===== config.mk =====
export PLATFORM = sky130hd
export DESIGN_NAME = imm_ext_stage
export DESIGN_NICKNAME = d
export VERILOG_FILES = /design/src/rtl/imm_ext_stage.sv
export SDC_FILE = /design/constraint.sdc
export NUM_CORES = 1
export LEC_CHECK = 0
export CAP_MARGIN = 20
export CORE_UTILIZATION = 52
export DETAILED_ROUTE_END_ITERATION = 8
export GPL_ROUTABILITY_DRIVEN = 0
export PLACE_DENSITY = 0.84
export SLEW_MARGIN = 20
export SYNTH_ARGS = -nofsm -noshare
export SYNTH_HDL_FRONTEND = slang
export SYNTH_SLANG_ARGS = --single-unit

===== constraint.sdc =====
create_clock -name clk -period 2.5 [get_ports clk]
set_input_delay 0.25 -clock clk [delete_from_list [all_inputs] [get_ports clk]]
set_output_delay 0.25 -clock clk [all_outputs]
set_load 0.05 [all_outputs]

===== src/rtl/imm_ext_stage.sv =====
`default_nettype none
// ============================================================================
// Module   : imm_ext_stage
// Purpose  : Registered multi-lane immediate extraction / sign-extension stage
//            with valid/ready handshake and a 1-entry skid register.
//            Optional macro IMM_EXT_ZIMM_EN enables the CSR ZIMM format (op 6).
// Revision : 1.0 - initial release
// ============================================================================
module imm_ext_stage #(
  parameter int XLEN  = 32,
  parameter int LANES = 1
) (
  input  logic                  clk,
  input  logic                  rst,
  input  logic                  flush_i,
  input  logic                  in_valid_i,
  output logic                  in_ready_o,
  input  logic [LANES*25-1:0]   inst_i,
  input  logic [LANES*3-1:0]    sext_op_i,
  input  logic [LANES-1:0]      lane_en_i,
  output logic                  out_valid_o,
  input  logic                  out_ready_i,
  output logic [LANES*XLEN-1:0] ext_o,
  output logic [LANES-1:0]      lane_en_o,
  output logic [LANES-1:0]      err_o
);

  typedef enum logic [1:0] {
    ST_EMPTY = 2'd0,
    ST_ONE   = 2'd1,
    ST_FULL  = 2'd2
  } state_e;

  logic [LANES*XLEN-1:0] ext_in;
  logic [LANES-1:0]      err_in;

  // Per-lane extension computed at the input so the registers hold final values
  for (genvar k = 0; k < LANES; k++) begin : g_lane
    logic [24:0]     ins;
    logic [2:0]      op;
    logic [XLEN-1:0] ext;
    logic            err;

    assign ins = inst_i[25*k +: 25];
    assign op  = sext_op_i[3*k +: 3];

    // Decode the format code into the extended immediate and illegal flag
    always_comb begin
      ext = '0;
      err = 1'b0;
      if (lane_en_i[k]) begin
        case (op)
          3'd0: ext = XLEN'($signed(ins[24:13]));
          3'd1: ext = XLEN'($signed({ins[24:18], ins[4:0]}));
          3'd2: ext = XLEN'($signed({ins[24], ins[0], ins[23:18], ins[4:1], 1'b0}));
          3'd3: ext = XLEN'($signed({ins[24:5], 12'b0}));
          3'd4: ext = XLEN'($signed({ins[24], ins[12:5], ins[13], ins[23:14], 1'b0}));
          3'd5: ext = (XLEN == 64) ? XLEN'(ins[18:13]) : XLEN'(ins[17:13]);
`ifdef IMM_EXT_ZIMM_EN
          3'd6: ext = XLEN'(ins[12:8]);
`else
          3'd6: err = 1'b1;
`endif
          default: err = 1'b1;
        endcase
      end
    end

    assign ext_in[k*XLEN +: XLEN] = ext;
    assign err_in[k]              = err;
  end

  state_e                state_q, state_d;
  logic                  ready_q, ready_d;
  logic [LANES*XLEN-1:0] out_ext_q, out_ext_d, skd_ext_q, skd_ext_d;
  logic [LANES-1:0]      out_en_q, out_en_d, skd_en_q, skd_en_d;
  logic [LANES-1:0]      out_err_q, out_err_d, skd_err_q, skd_err_d;
  logic                  accept, drain;

  assign out_valid_o = (state_q != ST_EMPTY);
  assign in_ready_o  = ready_q;
  assign ext_o       = out_ext_q;
  assign lane_en_o   = out_en_q;
  assign err_o       = out_err_q;

  assign accept = in_valid_i & ready_q;
  assign drain  = out_valid_o & out_ready_i;

  // Next-state and data-path steering for the output/skid registers
  always_comb begin
    state_d   = state_q;
    out_ext_d = out_ext_q;
    out_en_d  = out_en_q;
    out_err_d = out_err_q;
    skd_ext_d = skd_ext_q;
    skd_en_d  = skd_en_q;
    skd_err_d = skd_err_q;
    case (state_q)
      ST_EMPTY: begin
        if (accept) begin
          state_d   = ST_ONE;
          out_ext_d = ext_in;
          out_en_d  = lane_en_i;
          out_err_d = err_in;
        end
      end
      ST_ONE: begin
        if (accept && drain) begin
          out_ext_d = ext_in;
          out_en_d  = lane_en_i;
          out_err_d = err_in;
        end else if (accept) begin
          state_d   = ST_FULL;
          skd_ext_d = ext_in;
          skd_en_d  = lane_en_i;
          skd_err_d = err_in;
        end else if (drain) begin
          state_d = ST_EMPTY;
        end
      end
      ST_FULL: begin
        if (drain) begin
          state_d   = ST_ONE;
          out_ext_d = skd_ext_q;
          out_en_d  = skd_en_q;
          out_err_d = skd_err_q;
        end
      end
      default: state_d = ST_EMPTY;
    endcase
    // Flush wins over any accept; a concurrent drain has already been seen downstream
    if (flush_i) state_d = ST_EMPTY;
    ready_d = (state_d != ST_FULL);
  end

  // State, ready flop and beat storage
  always_ff @(posedge clk or posedge rst) begin
    if (rst) begin
      state_q   <= ST_EMPTY;
      ready_q   <= 1'b1;
      out_ext_q <= '0;
      out_en_q  <= '0;
      out_err_q <= '0;
      skd_ext_q <= '0;
      skd_en_q  <= '0;
      skd_err_q <= '0;
    end else begin
      state_q   <= state_d;
      ready_q   <= ready_d;
      out_ext_q <= out_ext_d;
      out_en_q  <= out_en_d;
      out_err_q <= out_err_d;
      skd_ext_q <= skd_ext_d;
      skd_en_q  <= skd_en_d;
      skd_err_q <= skd_err_d;
    end
  end

endmodule
`default_nettype wire

==> flow_summary.json, run 1 <==
{
  "worstPathArrival_ps": 1860,
  "die_area_sq_um": 7210,
  "path_clk_slew_ps": 80,
  "yosysWarnings": 0,
  "cts-resized-gates": 0,
  "whs_ps": 314.3,
  "ir_drop_v": 0.0004118,
  "synth_flop_cell": "dfrtp_1",
  "area_growth_syn_to_layout_pct": 26.99,
  "crit_type": "flop to primary output",
  "drive_above_1_share": 0.09524,
  "r2r-start": "in_ready_o",
  "yosys-top-cells-area": "dfrtp_1, nand2_1, a21oi_1",
  "numPortBuffers": 69,
  "yosysTopAreaCellShare": 0.4900,
  "slowest_stage": "clkdlybuf4s50_1",
  "drt-vias-per-instance": 5.826,
  "cts_tree": "built",
  "maxCapViolCount": 0,
  "pin_count": 70,
  "synth_seq_cells": 71,
  "antenna_left": 0,
  "fin_crit_sh": 0.8451,
  "hold_class": "primary input to async pin",
  "synth.largest_area_cell": "dfrtp_1",
  "syn_avg_cell_area_sq_um": 9.457,
  "holdBufCountCts": 0,
  "skew_ps": 5.905,
  "core_sq_um": 6495,
  "violations": "design-rule violations",
  "netlist_area_sq_um": 3575,
  "diodes": 0,
  "tightest_slew_ps": 653.1,
  "p_leak_nw": 2.045,
  "syn_nets": 412,
  "power_density_nw_per_um2": 739.0,
  "wl_per_cell_microns": 16.19,
  "synthCells": 378,
  "initial_core_util": 0.5504,
  "grt_setup_unrepaired": "false",
  "synthArstFlopShare": 1.000,
  "fmax_mhz": 473.3,
  "cp_max_fo": 9,
  "vias": 3018,
  "dpl-instance-area_sq_um": 4338,
  "grt_pass1_vias": 3003,
  "cts_buffers": 9,
  "final.min_clock_period_ps": 2113,
  "cts_root_buf": "clkbuf_8",
  "rrSetupSlack_ps": 500,
  "fin_nets": 470,
  "required_ps": 2250,
  "antenna_found_initial": 0,
  "grt_max_degree": 46,
  "synth_common_cells": "nand2_1, dfrtp_1, a21oi_1, o21ai_0, o22a_1",
  "first_iter_violations": 243,
  "cts.sinks": 71,
  "postLayoutCoreUtil": 0.6989,
  "drtPass1Iterations": 6,
  "dp_hpwl_microns": 5902,
  "routed_wl_microns": 8389,
  "status": "finished with violations",
  "startpoint_type": "flop",
  "r2r_cells": 5,
  "tns_ps": 0,
  "end_kind": "primary output",
  "yosysMostFrequentCell": "nand2_1",
  "ctsHtreeMaxLevel": 3,
  "setup_violations": 0,
  "synth_edf_count": 0,
  "finalHoldViolCount": 0,
  "fin_ws_ps": 387.2,
  "fp.dieW_microns": 84.91,
  "preCtsSetupSlack_ps": 287.7,
  "drc": 1,
  "stdcell_area_sq_um": 4539,
  "grt_overflow_total": 0,
  "max_slew_margin": 0.5640,
  "drv_slew": 0,
  "fp.dieH_microns": 84.91,
  "synth.distinct_cells": 43,
  "ys_seq_area_frac": 0.4974,
  "grt_use_total": 0.2541,
  "insertion_delay_ps": 350,
  "post_cts.repair.setup_buffers": 0,
  "placementRows": 29,
  "grt_pass1_wl_microns": 14230,
  "path_cells": "or2_2 -> clkdlybuf4s50_1",
  "r2r-end": "ext_o[30]",
  "clockBufferDepth": 2,
  "cpPeakStageDelay_ps": 700
}
==> through the flow <==
step                      std cells  total power [W]
after floorplan                 378         0.002090
after global placement          502         0.002415
after detailed placement        502         0.002439
after CTS                       518         0.003378
after global routing            518         0.003509
final                           518         0.003354
==> kinds of logic after synthesis <==
kind of cell / after synthesis / share of synthesized area
compound gates: 127 / 0.2380
xor+xnor: 1 / 0.002451
buf+inv: 37 / 0.04830
flops: 71 / 0.4974
mux: 10 / 0.03535
simple gates: 132 / 0.1785
==> per-layer routing <==
layer | GRT usage | part of all wire | wire length [microns]
met4 | 0.1156 | 0.020 | 167
met1 | 0.3381 | 0.45 | 3747
met2 | 0.4176 | 0.48 | 3999
met5 | 0 | 0 | 0
met3 | 0.03502 | 0.057 | 475
==> power breakdown <==
group | internal [W] | total, W | switching [W]
Sequential | 0.00133 | 0.00143 | 0.000101
Clock | 0.000515 | 0.000935 | 0.000420
Combinational | 0.000395 | 0.000991 | 0.000596
==> cell type report <==
class	instances	area (sq um)
Timing Repair Buffer	80	810.8
Sequential cell	71	1778
Clock inverter	3	42.54
Fill cell	484	1956
Tap cell	77	96.34
Inverter	4	15.01
Multi-Input combinational cell	270	1638
Clock buffer	13	158.9
==> critical path, delay by kind of cell, from the launching register on <==
family	cells	cell delay, ps
AND/OR/NAND/NOR	1	330
buffers and inverters	1	700
flip-flops	1	490
==> layout by cell type, fill, tap and decap left out, types with 3 or more instances in the layout <==
cell and instances:
mux2_4 4, clkbuf_8 11, buf_12 3, nor2_1 13, and3_1 8, nand2b_1 3, dfrtp_1 70, and2_1 7
a31oi_1 7, a21oi_1 42, mux2_2 5, buf_4 8, a22o_1 15, inv_1 3, o21a_1 3, nor2b_1 11
a221o_1 8, o22a_1 17, nand2_1 77, clkdlybuf4s50_1 69, o21ai_0 16, o22ai_1 8, o21ai_1 4
==> state kept, by name, indices dropped and copies added (netlist names) <==
name	count
ext_o	32
skd_ext_q	32
state_q	2
err_o	1
in_ready_o	1
lane_en_o	1
skd_en_q	1
skd_err_q	1
==> worst max path at each step <==
stage	depth (start not counted)	endpoint	slack, ps	startpoint
after global routing	2	out_valid_o	340	state_q[1]
after detailed placement	6	ext_o[30]	290	in_valid_i
after CTS	2	out_valid_o	370	state_q[1]
after floorplan	1	err_o	460	rst
after global placement	6	ext_o[25]	380	in_valid_i
final	2	out_valid_o	390	state_q[1]
No activity file was read; power rests on OpenSTA's default activity.
==> run 2: changes to the inputs <==
==> constraint.sdc (replaced) <==
create_clock -name clk -period 2 [get_ports clk]
set_input_delay 0.2 -clock clk [delete_from_list [all_inputs] [get_ports clk]]
set_output_delay 0.2 -clock clk [all_outputs]
set_load 0.05 [all_outputs]
==> run 2 against run 1 <==
  * The flow still finishes with violations (design-rule violations)
  * Clock power grew 40%
  * Global-route usage up 0.67 points
  * Flip-flop and latch count unchanged
  * First-iteration DRC count rose by 13%
  * Worst setup slack got worse by 270 ps
  * Sequential share of layout area is 0.85 points lower
  * Clock skew is 9.9 ps higher
  * Critical path depth decreased by 1
  * Power up 30%
  * Combinational power increased by 27%
  * Final area grew 2.2%
  * Largest cell class unchanged
  * Highest routed layer unchanged
==> flow_summary.json, run 2 (synthesized netlist as in run 1, its figures left out) <==
{
  "numPortBuffers": 69,
  "drtPass1Iterations": 7,
  "drt-vias-per-instance": 6.028,
  "grt_max_degree": 72,
  "tns_ps": 0,
  "routed_wl_microns": 9039,
  "wl_per_cell_microns": 17.12,
  "slowest_stage": "clkdlybuf4s50_1",
  "antenna_found_initial": 0,
  "finalHoldViolCount": 0,
  "grt_pass1_vias": 3083,
  "fin_nets": 480,
  "path_cells": "clkdlybuf4s50_1",
  "insertion_delay_ps": 360,
  "area_growth_syn_to_layout_pct": 29.79,
  "crit_family": "buffers and inverters",
  "rrSetupSlack_ps": 170,
  "cts_root_buf": "clkbuf_8",
  "r2r-end": "skd_ext_q[25]",
  "first_iter_violations": 274,
  "maxCapViolCount": 0,
  "crit_type": "flop to primary output",
  "worstPathArrival_ps": 1680,
  "drv_slew": 0,
  "grt_use_total": 0.2608,
  "cts_tree": "built",
  "setup_violations": 0,
  "dp_hpwl_microns": 6018,
  "fmax_mhz": 532.3,
  "startpoint_type": "flop",
  "placementRows": 29,
  "cpPeakStageDelay_ps": 790,
  "r2r-start": "in_ready_o",
  "initial_core_util": 0.5504,
  "pin_count": 70,
  "final.min_clock_period_ps": 1879,
  "power_density_nw_per_um2": 939.3,
  "hold_class": "primary input to async pin",
  "cts_buffers": 9,
  "holdBufCountCts": 0,
  "drive_above_1_share": 0.1197,
  "whs_ps": 245.8,
  "p_leak_nw": 2.113,
  "fp.dieH_microns": 84.91,
  "path_clk_slew_ps": 90,
  "cts-resized-gates": 1,
  "post_cts.repair.setup_buffers": 0,
  "vias": 3183,
  "antenna_left": 0,
  "skew_ps": 15.84,
  "violations": "design-rule violations",
  "end_kind": "primary output",
  "ir_drop_v": 0.0004865,
  "clockBufferDepth": 2,
  "tightest_slew_ps": 571.5,
  "ctsHtreeMaxLevel": 3,
  "fin_crit_sh": 0.9393,
  "cts.sinks": 71,
  "most-common-layout-cells": "nand2_1, dfrtp_1, clkdlybuf4s50_1",
  "die_area_sq_um": 7210,
  "grt_pass1_wl_microns": 14490,
  "final_common_cell": "nand2_1",
  "required_ps": 1800,
  "drc": 1,
  "max_slew_margin": 0.6182,
  "cp_max_fo": 3,
  "fp.dieW_microns": 84.91,
  "status": "finished with violations",
  "core_sq_um": 6495,
  "diodes": 0,
  "critPathBufInv": 1,
  "r2r_cells": 5,
  "grt_overflow_total": 0,
  "grt_setup_unrepaired": "false"
}
[run 2: power breakdown]
part	switching [W]	internal (W)	leakage, nW	total [W]
Combinational	0.000758	0.000501	1.09	0.00126
Sequential	0.000134	0.00166	0.912	0.00179
Clock	0.000588	0.000719	0.115	0.00131
Total	0.00148	0.00288	2.11	0.00436
[run 2: worst max path at each step]
stage / startpoint / end / slack [ps] / cells past startpoint
6_report: in_ready_o / in_ready_o / 120 / 1
5_1_grt: in_ready_o / in_ready_o / 80 / 1
4_1_cts: in_ready_o / in_ready_o / 100 / 1
3_5_place_dp: in_valid_i / skd_ext_q[4] / 3 / 6
3_3_place_gp: in_valid_i / skd_ext_q[24] / 80 / 6
2_1_floorplan: rst / err_o / 5 / 1
[run 2: through the flow]
step | cell area (sq um) | power, W | utilization | worst slack, ps | cells
after floorplan | 3575 | 0.002612 | - | 5.088 | 378
after global routing | 4639 | 0.004526 | 0.7143 | 76.97 | 528
after detailed placement | 4413 | 0.003065 | 0.6794 | 3.014 | 512
final | 4639 | 0.004358 | 0.7143 | 121.4 | 528
after CTS | 4639 | 0.004373 | 0.7143 | 104.5 | 528
after global placement | 4413 | 0.003030 | 0.6794 | 83.57 | 512
[run 2: layout make-up]
cell class                      instances  area, sq um
Clock buffer                            9        123.9
Clock inverter                          7        103.9
Fill cell                             479         1856
Inverter                                4        15.01
Multi-Input combinational cell        270         1638
Sequential cell                        71         1778
Tap cell                               77        96.34
Timing Repair Buffer                   90        884.6
[run 2: metal layers]
layer	vias to the layer above	global-route usage	routed length (microns)
li1	1477	-	-
met3	24	0.04086	472
met5	-	0	0
met2	118	0.4346	4442
met4	0	0.1310	241
met1	1564	0.3329	3883
==> run 3: changes to the inputs <==
--- a/config.mk
+++ b/config.mk
@@ -10,7 +10,7 @@
 export DETAILED_ROUTE_END_ITERATION = 8
 export GPL_ROUTABILITY_DRIVEN = 0
 export PLACE_DENSITY = 0.84
-export SLEW_MARGIN = 20
+export SETUP_SLACK_MARGIN = 0.4
 export SYNTH_ARGS = -nofsm -noshare
 export SYNTH_HDL_FRONTEND = slang
 export SYNTH_SLANG_ARGS = --single-unit
==> run 3 against run 2 <==
  * The run now ends clean
  * Wire length rose by 31%
  * Final area rose by 16%
  * Critical path depth rose by 7
  * Utilization rose by 12 points
  * Sequential power barely moved
  * Power rose by 6.4%
  * Worst hold slack got worse by 15 ps
  * Global-route usage rose by 4.4 points
  * Register-to-register slack improved by 40 ps
  * Sequential share of layout area fell by 5.3 points
  * Worst setup slack improved by 93 ps
  * Largest cell class is now multi-input gates
==> flow_summary.json, run 3 (synthesized netlist as in run 1, its figures left out) <==
{
  "rrSetupSlack_ps": 210,
  "grt_setup_unrepaired": "true",
  "drtPass1Iterations": 7,
  "startpoint_type": "flop",
  "fp.dieW_microns": 84.91,
  "dp.cells": 513,
  "pin_count": 70,
  "setup_violations": 0,
  "grt_use_total": 0.3053,
  "tightest_slew_ps": 567.4,
  "status": "finished clean",
  "end_kind": "flop",
  "core_sq_um": 6495,
  "fin_nets": 511,
  "cp_max_fo": 6,
  "drv_slew": 0,
  "worstPathArrival_ps": 2030,
  "fp.dieH_microns": 84.91,
  "postLayoutCoreUtil": 0.8293,
  "fmax_mhz": 560.0,
  "crit_type": "flop to flop",
  "r2r-start": "state_q[0]",
  "wl_per_cell_microns": 21.12,
  "instances_no_fill": 559,
  "placementRows": 29,
  "cts_tree": "built",
  "routed_wl_microns": 11800,
  "tns_ps": 0,
  "maxCapViolCount": 0,
  "final_common_cell": "dfrtp_1",
  "drive_above_1_share": 0.2656,
  "drt-vias-per-instance": 6.406,
  "max_slew_margin": 0.6210,
  "ctsHtreeMaxLevel": 3,
  "diodes": 0,
  "r2r_cells": 8,
  "final.min_clock_period_ps": 1786,
  "finalHoldViolCount": 0,
  "vias": 3581,
  "skew_ps": 5.048,
  "p_leak_nw": 2.486,
  "numPortBuffers": 69,
  "area_growth_syn_to_layout_pct": 50.68,
  "die_area_sq_um": 7210,
  "insertion_delay_ps": 360,
  "initial_core_util": 0.5504,
  "first_iter_violations": 486,
  "path_clk_slew_ps": 80,
  "clockBufferDepth": 2,
  "nFillCells": 323,
  "grt_max_degree": 38,
  "required_ps": 2240,
  "hold_class": "primary input to async pin",
  "grt_pass1_wl_microns": 16730,
  "grt_pass1_vias": 3348,
  "cts_root_buf": "clkbuf_8",
  "antenna_found_initial": 0,
  "cts_buffers": 9,
  "dp_hpwl_microns": 6246,
  "most-common-layout-cells": "dfrtp_1, nand2_1, a21oi_1",
  "r2r-end": "ext_o[16]",
  "grt_overflow_total": 0,
  "ir_drop_v": 0.0005443,
  "antenna_left": 0,
  "drc": 0,
  "cts.sinks": 71,
  "power_density_nw_per_um2": 860.9,
  "fin_crit_sh": 0.8928
}
-- run 3: changes by cell type in the layout (fill, tap and decap cells not counted), sizes merged --
cell,change
dlymetal6s2s,+1
buf,+27
clkbuf,+7
inv,-4
clkinvlp,+3
nor2,+1
clkdlybuf4s50,-36
clkinv,-1
dlygate4sd2,+33
-- run 3: cell type report --
| class | count | area, sq um | share of cell area |
|---|---|---|---|
| multi-input cells | 271 | 1889 | 0.3508 |
| flip-flops and latches | 71 | 1778 | 0.3301 |
| repair buffers | 120 | 1373 | 0.2548 |
| clock buffers | 11 | 151.4 | 0.02811 |
| well taps | 77 | 96.34 | 0.01789 |
| clock inverters | 5 | 80.08 | 0.01487 |
| inverters | 4 | 18.77 | 0.003484 |
-- run 3: through the flow --
stage,setup WS (ps),hold slack (ps),total power [W],cell area (sq um)
2_1_floorplan,123.6,265.8,0.002619,3607
3_3_place_gp,67.04,455.7,0.003062,4499
3_5_place_dp,28.37,464.8,0.003098,4499
4_1_cts,277.5,248.0,0.004459,5050
5_1_grt,197.9,264.4,0.004796,5386
6_report,214.3,230.9,0.004637,5386
-- run 3: worst max-delay path: stages, from the launching register on --
cell	delay (ps)
dfrtp_1	430
nor2b_4	190
buf_6	110
o32ai_4	80
buf_6	150
buf_6	110
buf_16	140
and3_4	180
a221o_1	270
-- run 3: worst max-delay path by stage --
stage | end | startpoint | slack, ps
global placement | skd_ext_q[24] | out_ready_i | 70
CTS | out_valid_o | state_q[1] | 280
finish | ext_o[16] | state_q[0] | 210
detailed placement | skd_ext_q[27] | out_ready_i | 30
global route | skd_ext_q[25] | in_ready_o | 200
floorplan | skd_ext_q[12] | in_ready_o | 120
-- run 3: repair_timing --
| item | CTS | global route |
|---|---|---|
| buffers inserted | 13 | 5 |
| gates cloned | 8 | 4 |
| pin swaps | 9 | 13 |
| endpoints found under the hold margin | 0 | 0 |
| hold buffers | 0 | 0 |
| setup endpoints to repair | 79 | 68 |
| gates resized for setup | 59 | 60 |
-- run 3: power by group --
| group | total [W] | internal (W) | switching, W |
|---|---|---|---|
| combinational | 0.00148 | 0.000605 | 0.000875 |
| sequential | 0.00181 | 0.00166 | 0.000152 |
| clock | 0.00135 | 0.000768 | 0.000578 |
| total | 0.00464 | 0.00303 | 0.00161 |
-- run 3: metal layers --
| layer | GRT usage | vias up | wire length, microns |
|---|---|---|---|
| met4 | 0.1602 | 0 | 559 |
| met5 | 0 | - | 0 |
| met2 | 0.5078 | 237 | 5711 |
| li1 | - | 1553 | - |
| met3 | 0.08268 | 67 | 885 |
| met1 | 0.3648 | 1724 | 4647 |
